--- src/rtl/y86_pkg.sv ---
// Y86-64 shared definitions: instruction codes, special register ids and the
// control fields carried in the decode-to-execute pipeline register.
package y86_pkg;

    // Instruction codes
    localparam logic [3:0] I_HALT   = 4'h0;
    localparam logic [3:0] I_NOP    = 4'h1;
    localparam logic [3:0] I_RRMOVQ = 4'h2;
    localparam logic [3:0] I_IRMOVQ = 4'h3;
    localparam logic [3:0] I_RMMOVQ = 4'h4;
    localparam logic [3:0] I_MRMOVQ = 4'h5;
    localparam logic [3:0] I_OPQ    = 4'h6;
    localparam logic [3:0] I_JXX    = 4'h7;
    localparam logic [3:0] I_CALL   = 4'h8;
    localparam logic [3:0] I_RET    = 4'h9;
    localparam logic [3:0] I_PUSHQ  = 4'hA;
    localparam logic [3:0] I_POPQ   = 4'hB;

    // Special register ids (for the default 4-bit register id width)
    localparam logic [3:0] RSP   = 4'h4;
    localparam logic [3:0] RNONE = 4'hF;

    // Control fields of the E register
    typedef struct packed {
        logic [3:0] icode;
        logic [3:0] ifun;
    } dec_ctl_t;

    // Instructions whose dstM is written from memory
    function automatic logic is_load(input logic [3:0] icode);
        return (icode == I_MRMOVQ) || (icode == I_POPQ);
    endfunction

endpackage

--- src/rtl/decode_fwd_mux.sv ---
// Priority forwarding mux: the lowest-index valid channel whose destination
// matches the source register supplies the operand, else register-file data.
// An all-ones source (no register) never matches.
module decode_fwd_mux #(
    parameter int unsigned NUM_FWD = 5,
    parameter int unsigned DATA_W  = 64,
    parameter int unsigned REG_AW  = 4
) (
    input  logic [REG_AW-1:0]         src_i,
    input  logic [DATA_W-1:0]         rf_data_i,
    input  logic [NUM_FWD-1:0]        fwd_vld_i,
    input  logic [NUM_FWD*REG_AW-1:0] fwd_dst_i,
    input  logic [NUM_FWD*DATA_W-1:0] fwd_val_i,
    output logic [DATA_W-1:0]         val_o
);

    logic hit;

    // Scan channels from highest priority; first match wins
    always_comb begin
        val_o = rf_data_i;
        hit   = 1'b0;
        for (int unsigned i = 0; i < NUM_FWD; i++) begin
            if (!hit && (src_i != {REG_AW{1'b1}}) && fwd_vld_i[i] &&
                (fwd_dst_i[i*REG_AW +: REG_AW] == src_i)) begin
                val_o = fwd_val_i[i*DATA_W +: DATA_W];
                hit   = 1'b1;
            end
        end
    end

endmodule

--- src/rtl/decode_stage_pipe.sv ---
// Y86-64 decode stage: register-id decode, register-file read, prioritised
// forwarding, load-use stall and the D->E pipeline register with valid/ready,
// bubble and flush.
// Optional: define DECODE_ILLEGAL_TRAP_EN to flag icodes above POPQ on
// out_ins_err; otherwise out_ins_err is tied low.
module decode_stage_pipe
    import y86_pkg::*;
#(
    parameter int unsigned DATA_W  = 64,
    parameter int unsigned REG_AW  = 4,
    parameter int unsigned NUM_FWD = 5
) (
    input  logic                      clk,
    input  logic                      rst_n,
    input  logic                      in_valid,
    output logic                      in_ready,
    input  logic [3:0]                in_icode,
    input  logic [3:0]                in_ifun,
    input  logic [REG_AW-1:0]         in_rA,
    input  logic [REG_AW-1:0]         in_rB,
    input  logic [DATA_W-1:0]         in_valC,
    input  logic [DATA_W-1:0]         in_valP,
    input  logic                      flush,
    output logic [REG_AW-1:0]         rf_raddr_a,
    output logic [REG_AW-1:0]         rf_raddr_b,
    input  logic [DATA_W-1:0]         rf_rdata_a,
    input  logic [DATA_W-1:0]         rf_rdata_b,
    input  logic [NUM_FWD-1:0]        fwd_vld,
    input  logic [NUM_FWD*REG_AW-1:0] fwd_dst,
    input  logic [NUM_FWD*DATA_W-1:0] fwd_val,
    output logic                      out_valid,
    input  logic                      out_ready,
    output logic [3:0]                out_icode,
    output logic [3:0]                out_ifun,
    output logic [DATA_W-1:0]         out_valA,
    output logic [DATA_W-1:0]         out_valB,
    output logic [DATA_W-1:0]         out_valC,
    output logic [REG_AW-1:0]         out_dstE,
    output logic [REG_AW-1:0]         out_dstM,
    output logic [REG_AW-1:0]         out_srcA,
    output logic [REG_AW-1:0]         out_srcB,
    output logic                      out_ins_err
);

    localparam logic [REG_AW-1:0] RegNone = {REG_AW{1'b1}};
    localparam logic [REG_AW-1:0] RegSp   = REG_AW'(RSP);

    logic [REG_AW-1:0] src_a, src_b, dst_e, dst_m;
    logic [DATA_W-1:0] fwd_a, fwd_b, val_a;
    logic              hazard, adv, accept, ins_err;

    logic              valid_d, valid_q;
    dec_ctl_t          ctl_d, ctl_q;
    logic [DATA_W-1:0] val_a_d, val_a_q, val_b_d, val_b_q, val_c_d, val_c_q;
    logic [REG_AW-1:0] dst_e_d, dst_e_q, dst_m_d, dst_m_q;
    logic [REG_AW-1:0] src_a_d, src_a_q, src_b_d, src_b_q;

    // Register-id decode from icode; illegal icodes fall to RNONE on all tags
    always_comb begin
        src_a = RegNone;
        src_b = RegNone;
        dst_e = RegNone;
        dst_m = RegNone;
        case (in_icode)
            I_RRMOVQ, I_RMMOVQ, I_OPQ, I_PUSHQ: src_a = in_rA;
            I_RET, I_POPQ:                     src_a = RegSp;
            default:                           src_a = RegNone;
        endcase
        case (in_icode)
            I_RMMOVQ, I_MRMOVQ, I_OPQ:         src_b = in_rB;
            I_CALL, I_RET, I_PUSHQ, I_POPQ:    src_b = RegSp;
            default:                           src_b = RegNone;
        endcase
        case (in_icode)
            I_RRMOVQ, I_IRMOVQ, I_OPQ:         dst_e = in_rB;
            I_CALL, I_RET, I_PUSHQ, I_POPQ:    dst_e = RegSp;
            default:                           dst_e = RegNone;
        endcase
        case (in_icode)
            I_MRMOVQ, I_POPQ:                  dst_m = in_rA;
            default:                           dst_m = RegNone;
        endcase
    end

    assign rf_raddr_a = src_a;
    assign rf_raddr_b = src_b;

`ifdef DECODE_ILLEGAL_TRAP_EN
    assign ins_err = (in_icode > I_POPQ);
`else
    assign ins_err = 1'b0;
`endif

    decode_fwd_mux #(
        .NUM_FWD (NUM_FWD),
        .DATA_W  (DATA_W),
        .REG_AW  (REG_AW)
    ) u_fwd_a (
        .src_i     (src_a),
        .rf_data_i (rf_rdata_a),
        .fwd_vld_i (fwd_vld),
        .fwd_dst_i (fwd_dst),
        .fwd_val_i (fwd_val),
        .val_o     (fwd_a)
    );

    decode_fwd_mux #(
        .NUM_FWD (NUM_FWD),
        .DATA_W  (DATA_W),
        .REG_AW  (REG_AW)
    ) u_fwd_b (
        .src_i     (src_b),
        .rf_data_i (rf_rdata_b),
        .fwd_vld_i (fwd_vld),
        .fwd_dst_i (fwd_dst),
        .fwd_val_i (fwd_val),
        .val_o     (fwd_b)
    );

    // jXX and call carry valP in valA; everything else takes the forwarded value
    always_comb begin
        val_a = fwd_a;
        if ((in_icode == I_JXX) || (in_icode == I_CALL)) begin
            val_a = in_valP;
        end
    end

    // Load in E whose result is needed now: one bubble, then forwarding covers it
    always_comb begin
        hazard = valid_q && is_load(ctl_q.icode) && (dst_m_q != RegNone) &&
                 ((dst_m_q == src_a) || (dst_m_q == src_b));
        adv    = !valid_q || out_ready;
        accept = adv && in_valid && !hazard && !flush;
    end

    assign in_ready = adv && !hazard && !flush;

    // E-register next state: flush, capture, bubble or hold
    always_comb begin
        valid_d = valid_q;
        ctl_d   = ctl_q;
        val_a_d = val_a_q;
        val_b_d = val_b_q;
        val_c_d = val_c_q;
        dst_e_d = dst_e_q;
        dst_m_d = dst_m_q;
        src_a_d = src_a_q;
        src_b_d = src_b_q;
        if (flush) begin
            valid_d = 1'b0;
        end else if (accept) begin
            valid_d     = 1'b1;
            ctl_d.icode = in_icode;
            ctl_d.ifun  = in_ifun;
            val_a_d     = val_a;
            val_b_d     = fwd_b;
            val_c_d     = in_valC;
            dst_e_d     = dst_e;
            dst_m_d     = dst_m;
            src_a_d     = src_a;
            src_b_d     = src_b;
        end else if (adv) begin
            valid_d = 1'b0;
        end
    end

    // E-register state
    always_ff @(posedge clk or negedge rst_n) begin
        if (!rst_n) begin
            valid_q <= 1'b0;
            ctl_q   <= '0;
            val_a_q <= '0;
            val_b_q <= '0;
            val_c_q <= '0;
            dst_e_q <= RegNone;
            dst_m_q <= RegNone;
            src_a_q <= RegNone;
            src_b_q <= RegNone;
        end else begin
            valid_q <= valid_d;
            ctl_q   <= ctl_d;
            val_a_q <= val_a_d;
            val_b_q <= val_b_d;
            val_c_q <= val_c_d;
            dst_e_q <= dst_e_d;
            dst_m_q <= dst_m_d;
            src_a_q <= src_a_d;
            src_b_q <= src_b_d;
        end
    end

`ifdef DECODE_ILLEGAL_TRAP_EN
    logic ins_err_d, ins_err_q;

    // Illegal-instruction flag travels with the captured instruction
    always_comb begin
        ins_err_d = ins_err_q;
        if (!flush && accept) begin
            ins_err_d = ins_err;
        end
    end

    // Illegal-instruction flag register
    always_ff @(posedge clk or negedge rst_n) begin
        if (!rst_n) begin
            ins_err_q <= 1'b0;
        end else begin
            ins_err_q <= ins_err_d;
        end
    end

    assign out_ins_err = ins_err_q;
`else
    assign out_ins_err = ins_err;
`endif

    assign out_valid = valid_q;
    assign out_icode = ctl_q.icode;
    assign out_ifun  = ctl_q.ifun;
    assign out_valA  = val_a_q;
    assign out_valB  = val_b_q;
    assign out_valC  = val_c_q;
    assign out_dstE  = dst_e_q;
    assign out_dstM  = dst_m_q;
    assign out_srcA  = src_a_q;
    assign out_srcB  = src_b_q;

endmodule

--- config.mk ---
export PLATFORM = sky130hd
export DESIGN_NAME = decode_stage_pipe
export DESIGN_NICKNAME = d
export VERILOG_FILES = /design/src/rtl/y86_pkg.sv /design/src/rtl/decode_fwd_mux.sv /design/src/rtl/decode_stage_pipe.sv
export SDC_FILE = /design/constraint.sdc
export NUM_CORES = 1
export LEC_CHECK = 0
export ABC_AREA = 0
export ABC_CLOCK_PERIOD_IN_PS = 3080
export CORE_AREA = 2 2 329 331
export DETAILED_ROUTE_END_ITERATION = 8
export DIE_AREA = 0 0 331 333
export GPL_TIMING_DRIVEN = 0
export PLACE_DENSITY = 0.48
export SYNTH_ARGS = -nofsm -noshare
export SYNTH_HDL_FRONTEND = slang
export SYNTH_SLANG_ARGS = --single-unit
--- constraint.sdc ---
create_clock -name clk -period 3.08 [get_ports clk]
set_input_delay 0.462 -clock clk [delete_from_list [all_inputs] [get_ports clk]]
set_output_delay 0.462 -clock clk [all_outputs]
set_load 0.02 [all_outputs]
==> flow_summary.yaml <==
yosys:
  syn-cell-area_mm2: 0.0159
  synth_cell_type_count: 74
  synth_seq_cells: 217
  synth.net_count: 2507
  yosysSeqAreaShare_pct: 34.3
  synth_cells: 1885
  yosys_warnings: 0
  synth-async-reset-ratio_pct: 100
  synth-main-ff-cell: "dfrtp_1"
  syn_area_per_cell_um2: 8.43
  synth_edf_count: 0
grt:
  antenna_found_initial: 43
  grt_pass1_vias: 20800
  grt_overflow: 0
  grt_max_degree: 89
  grt.total_usage_pct: 23.1
  grt_pass1_wl_um: 177000
cts:
  path_clk_slew_ns: 0.06
  cts_buffer_depth: 3
  cts.htree.levels: 1
  cts_num_sinks: 217
  cts_buffers: 31
  clk_latency_ns: 0.65
  cts_tree: "yes"
  clock-root-buffer: "clkbuf_16"
power:
  p_total_mw: 12.7
  worst_ir_drop_vdd_mv: 0.437
  power_density_mw_per_mm2: 443
  p_leak_nw: 10.8
floorplan:
  ios: 849
  start_util_pct: 14.9
  die_x_um: 331
  die_h_um: 333
  coreArea_mm2: 0.107
  dieArea_mm2: 0.110
  rows: 120
min_path:
  min_path_type: "in -> reg"
  hold_depth: 2
  holdCritStartpoint: "in_icode[2]"
  min_to: "out_icode[2]$_DFFE_PN0P_"
timing:
  worstMarginPinSlew_ns: 0.836
  rsz0062_at_grt: "true"
  hold_viol: 0
  fin_setup_tns_ns: -0.0267
  finalSetupViolations: 1
  fin_crit_ns: 3.11
  finClkSkew_ns: 0.0519
  fin_ws_ns: -0.0267
  slew_violations: 0
  max_slew_margin_pct: 44.3
  fin_crit_sh_pct: 101
  timing.fmax_mhz: 322
critical_path:
  r2r_slack_ns: 0.07
  r2r-end: "out_valA[23]$_DFFE_PN0P_"
  worstPathCellList: "clkbuf_4 > and2_0 > buf_6 > o41ai_4 > buf_4 > o22ai_2 > or4_4 > and3_4 > a311o_1 > buf_12 > buf_8 > a211oi_4 > nor3_2"
  endpoint_kind: "flip-flop"
  path_max_fanout: 10
  criticalPathCategory: "in -> reg"
  r2r_start: "out_dstM[1]$_DFFE_PN1P_"
  rr_worst_depth: 12
  max_stage_delay_ns: 0.59
  cp_top_family: "compound AO/OA/AOI/OAI gates"
  cpMaxStageDelayCell: "or4_4"
  cp_data_required_time_ns: 3.56
  crit_arrival_ns: 3.59
  critPathLaunchType: "input pin"
  crit_path_start: "in_icode[3]"
  critPathBufInv: 5
layout:
  area.sequential_mm2: 0.00545
  stdcell_count: 4268
  synthToLayoutAreaGrowth_pct: 80.5
  nets: 3453
  fillers: 11700
  multi_input_area_mm2: 0.00958
  drive_above_1_share_pct: 17.7
status:
  violations: "negative setup slack"
  status: "finished with violations"
placed_design:
  place_congestion: 0.924
  dp_hpwl_um: 105000
  numPlacedInstances: 4142
  dp_slack_ns: -2.61
  io_buffers: 843
detailed_routing:
  drt-pass1-iter-count: 9
  via_count: 20800
  drt_wl_total_um: 134000
  wl_per_cell_um: 31.3
  drt_drc_violations_left: 0
  postRouteAntennaNets: 0
  drt_iter0_drc: 1748
  avgViaCountPerCell: 4.87
job:
  max_cap_viol_count: 0
[cell type report]
| type | count | share of cell area (%) |
|---|---|---|
| Antenna cell | 11 | 0.0959 |
| Buffer | 191 | 4.46 |
| Clock buffer | 43 | 3.10 |
| Clock inverter | 13 | 0.480 |
| Inverter | 90 | 1.20 |
| Multi-Input combinational cell | 1384 | 33.4 |
| Sequential cell | 217 | 19.0 |
| Tap cell | 1403 | 6.12 |
| Timing Repair Buffer | 916 | 32.1 |
[state kept, by name, indices dropped and copies added, names as in the netlist]
signal and flops:
out_dstE 4, out_valC 64, out_srcB 4, out_srcA 4, out_valA 64, out_dstM 4, out_icode 4, out_valid 1
out_ifun 4, out_valB 64
[synthesized netlist by cell type (all sizes together) (6+ instances only)]
| cell type | instances | share of area (%) |
|---|---|---|
| nand3 | 68 | 2.2 |
| dfrtp | 201 | 32 |
| mux2i | 65 | 4.1 |
| clkbuf | 134 | 3.2 |
| inv | 88 | 2.1 |
| nand2b | 9 | 0.35 |
| o21ai | 152 | 4.8 |
| nor4 | 9 | 0.58 |
| a22oi | 66 | 3.1 |
| nor3 | 140 | 4.4 |
| nand2 | 92 | 2.2 |
| mux2 | 71 | 5.0 |
| xnor2 | 13 | 0.72 |
| o22ai | 6 | 0.24 |
| dfstp | 16 | 2.6 |
| a21oi | 8 | 0.25 |
| a222oi | 63 | 4.0 |
| buf | 60 | 2.3 |
| nor2 | 276 | 6.6 |
| o221ai | 69 | 3.8 |
| o31ai | 9 | 0.68 |
| a211oi | 67 | 5.1 |
| a31oi | 68 | 2.7 |
| nand4b | 65 | 3.6 |
[kinds of logic after synthesis]
kind of cell	Yosys count	share of synthesized area (%)
other cells	1	0.0236
compound gates	540	26.8
simple gates	691	21.4
mux	136	9.12
xor+xnor	16	0.881
buf+inv	284	7.54
flops	217	34.3
[metrics by stage]
step	utilization (%)	hold WS, ns	cell area (µm²)
after floorplan	-	0.166	15900
after global placement	24.5	0.463	26100
after global routing	26.9	0.103	28700
after CTS	26.6	0.0757	28400
final	26.9	0.120	28700
after detailed placement	24.7	0.405	26400
[metal layers]
layer	share of wire [%]	track usage (%)	wire, µm	up-vias
met5	0.20	0	263	-
met4	1.9	4.45	2470	40
met3	9.5	6.48	12600	162
met2	49	40.1	65600	1130
met1	39	28.2	52500	10400
li1	-	-	-	9009
[timing repair]
| item | CTS | global route |
|---|---|---|
| pin swaps | 21 | 12 |
| setup buffers | 55 | 6 |
| setup endpoints to repair | 224 | 216 |
| gates cloned | 0 | 0 |
| hold buffers | 1 | 0 |
| resized for setup | 199 | 112 |
| endpoints found under the hold margin | 43 | 0 |
[cell usage in the layout, fill, tap and decap left out, types with 67 or more instances in the layout]
cell type	netlist	routed
dfrtp_1	201	201
buf_4	6	74
nor3_1	140	134
nand2_1	92	91
inv_1	87	86
a31oi_1	68	68
clkbuf_2	0	73
mux2_2	71	71
clkdlybuf4s50_1	0	833
nor2_1	274	274
nand3_1	67	67
o21ai_0	90	85
[worst max path at each step]
stage	end	slack, ns	depth (start not counted)
floorplan	out_valA[14]$_DFFE_PN0P_	-0.02	14
global placement	out_valB[60]$_DFFE_PN0P_	-9.89	1
detailed placement	out_valB[2]$_DFFE_PN0P_	-2.61	12
CTS	out_valC[62]$_DFFE_PN0P_	0.002	10
global route	out_valA[23]$_DFFE_PN0P_	-0.05	13
finish	out_valA[23]$_DFFE_PN0P_	-0.03	13
[report_power, final]
part	leakage, nW	switching (mW)	total (mW)	internal [mW]
clock	0.516	1.64	3.82	2.18
sequential	2.59	0.328	3.72	3.39
combinational	7.74	2.71	5.18	2.47
Note: power is estimated with default switching activity, not from simulation.
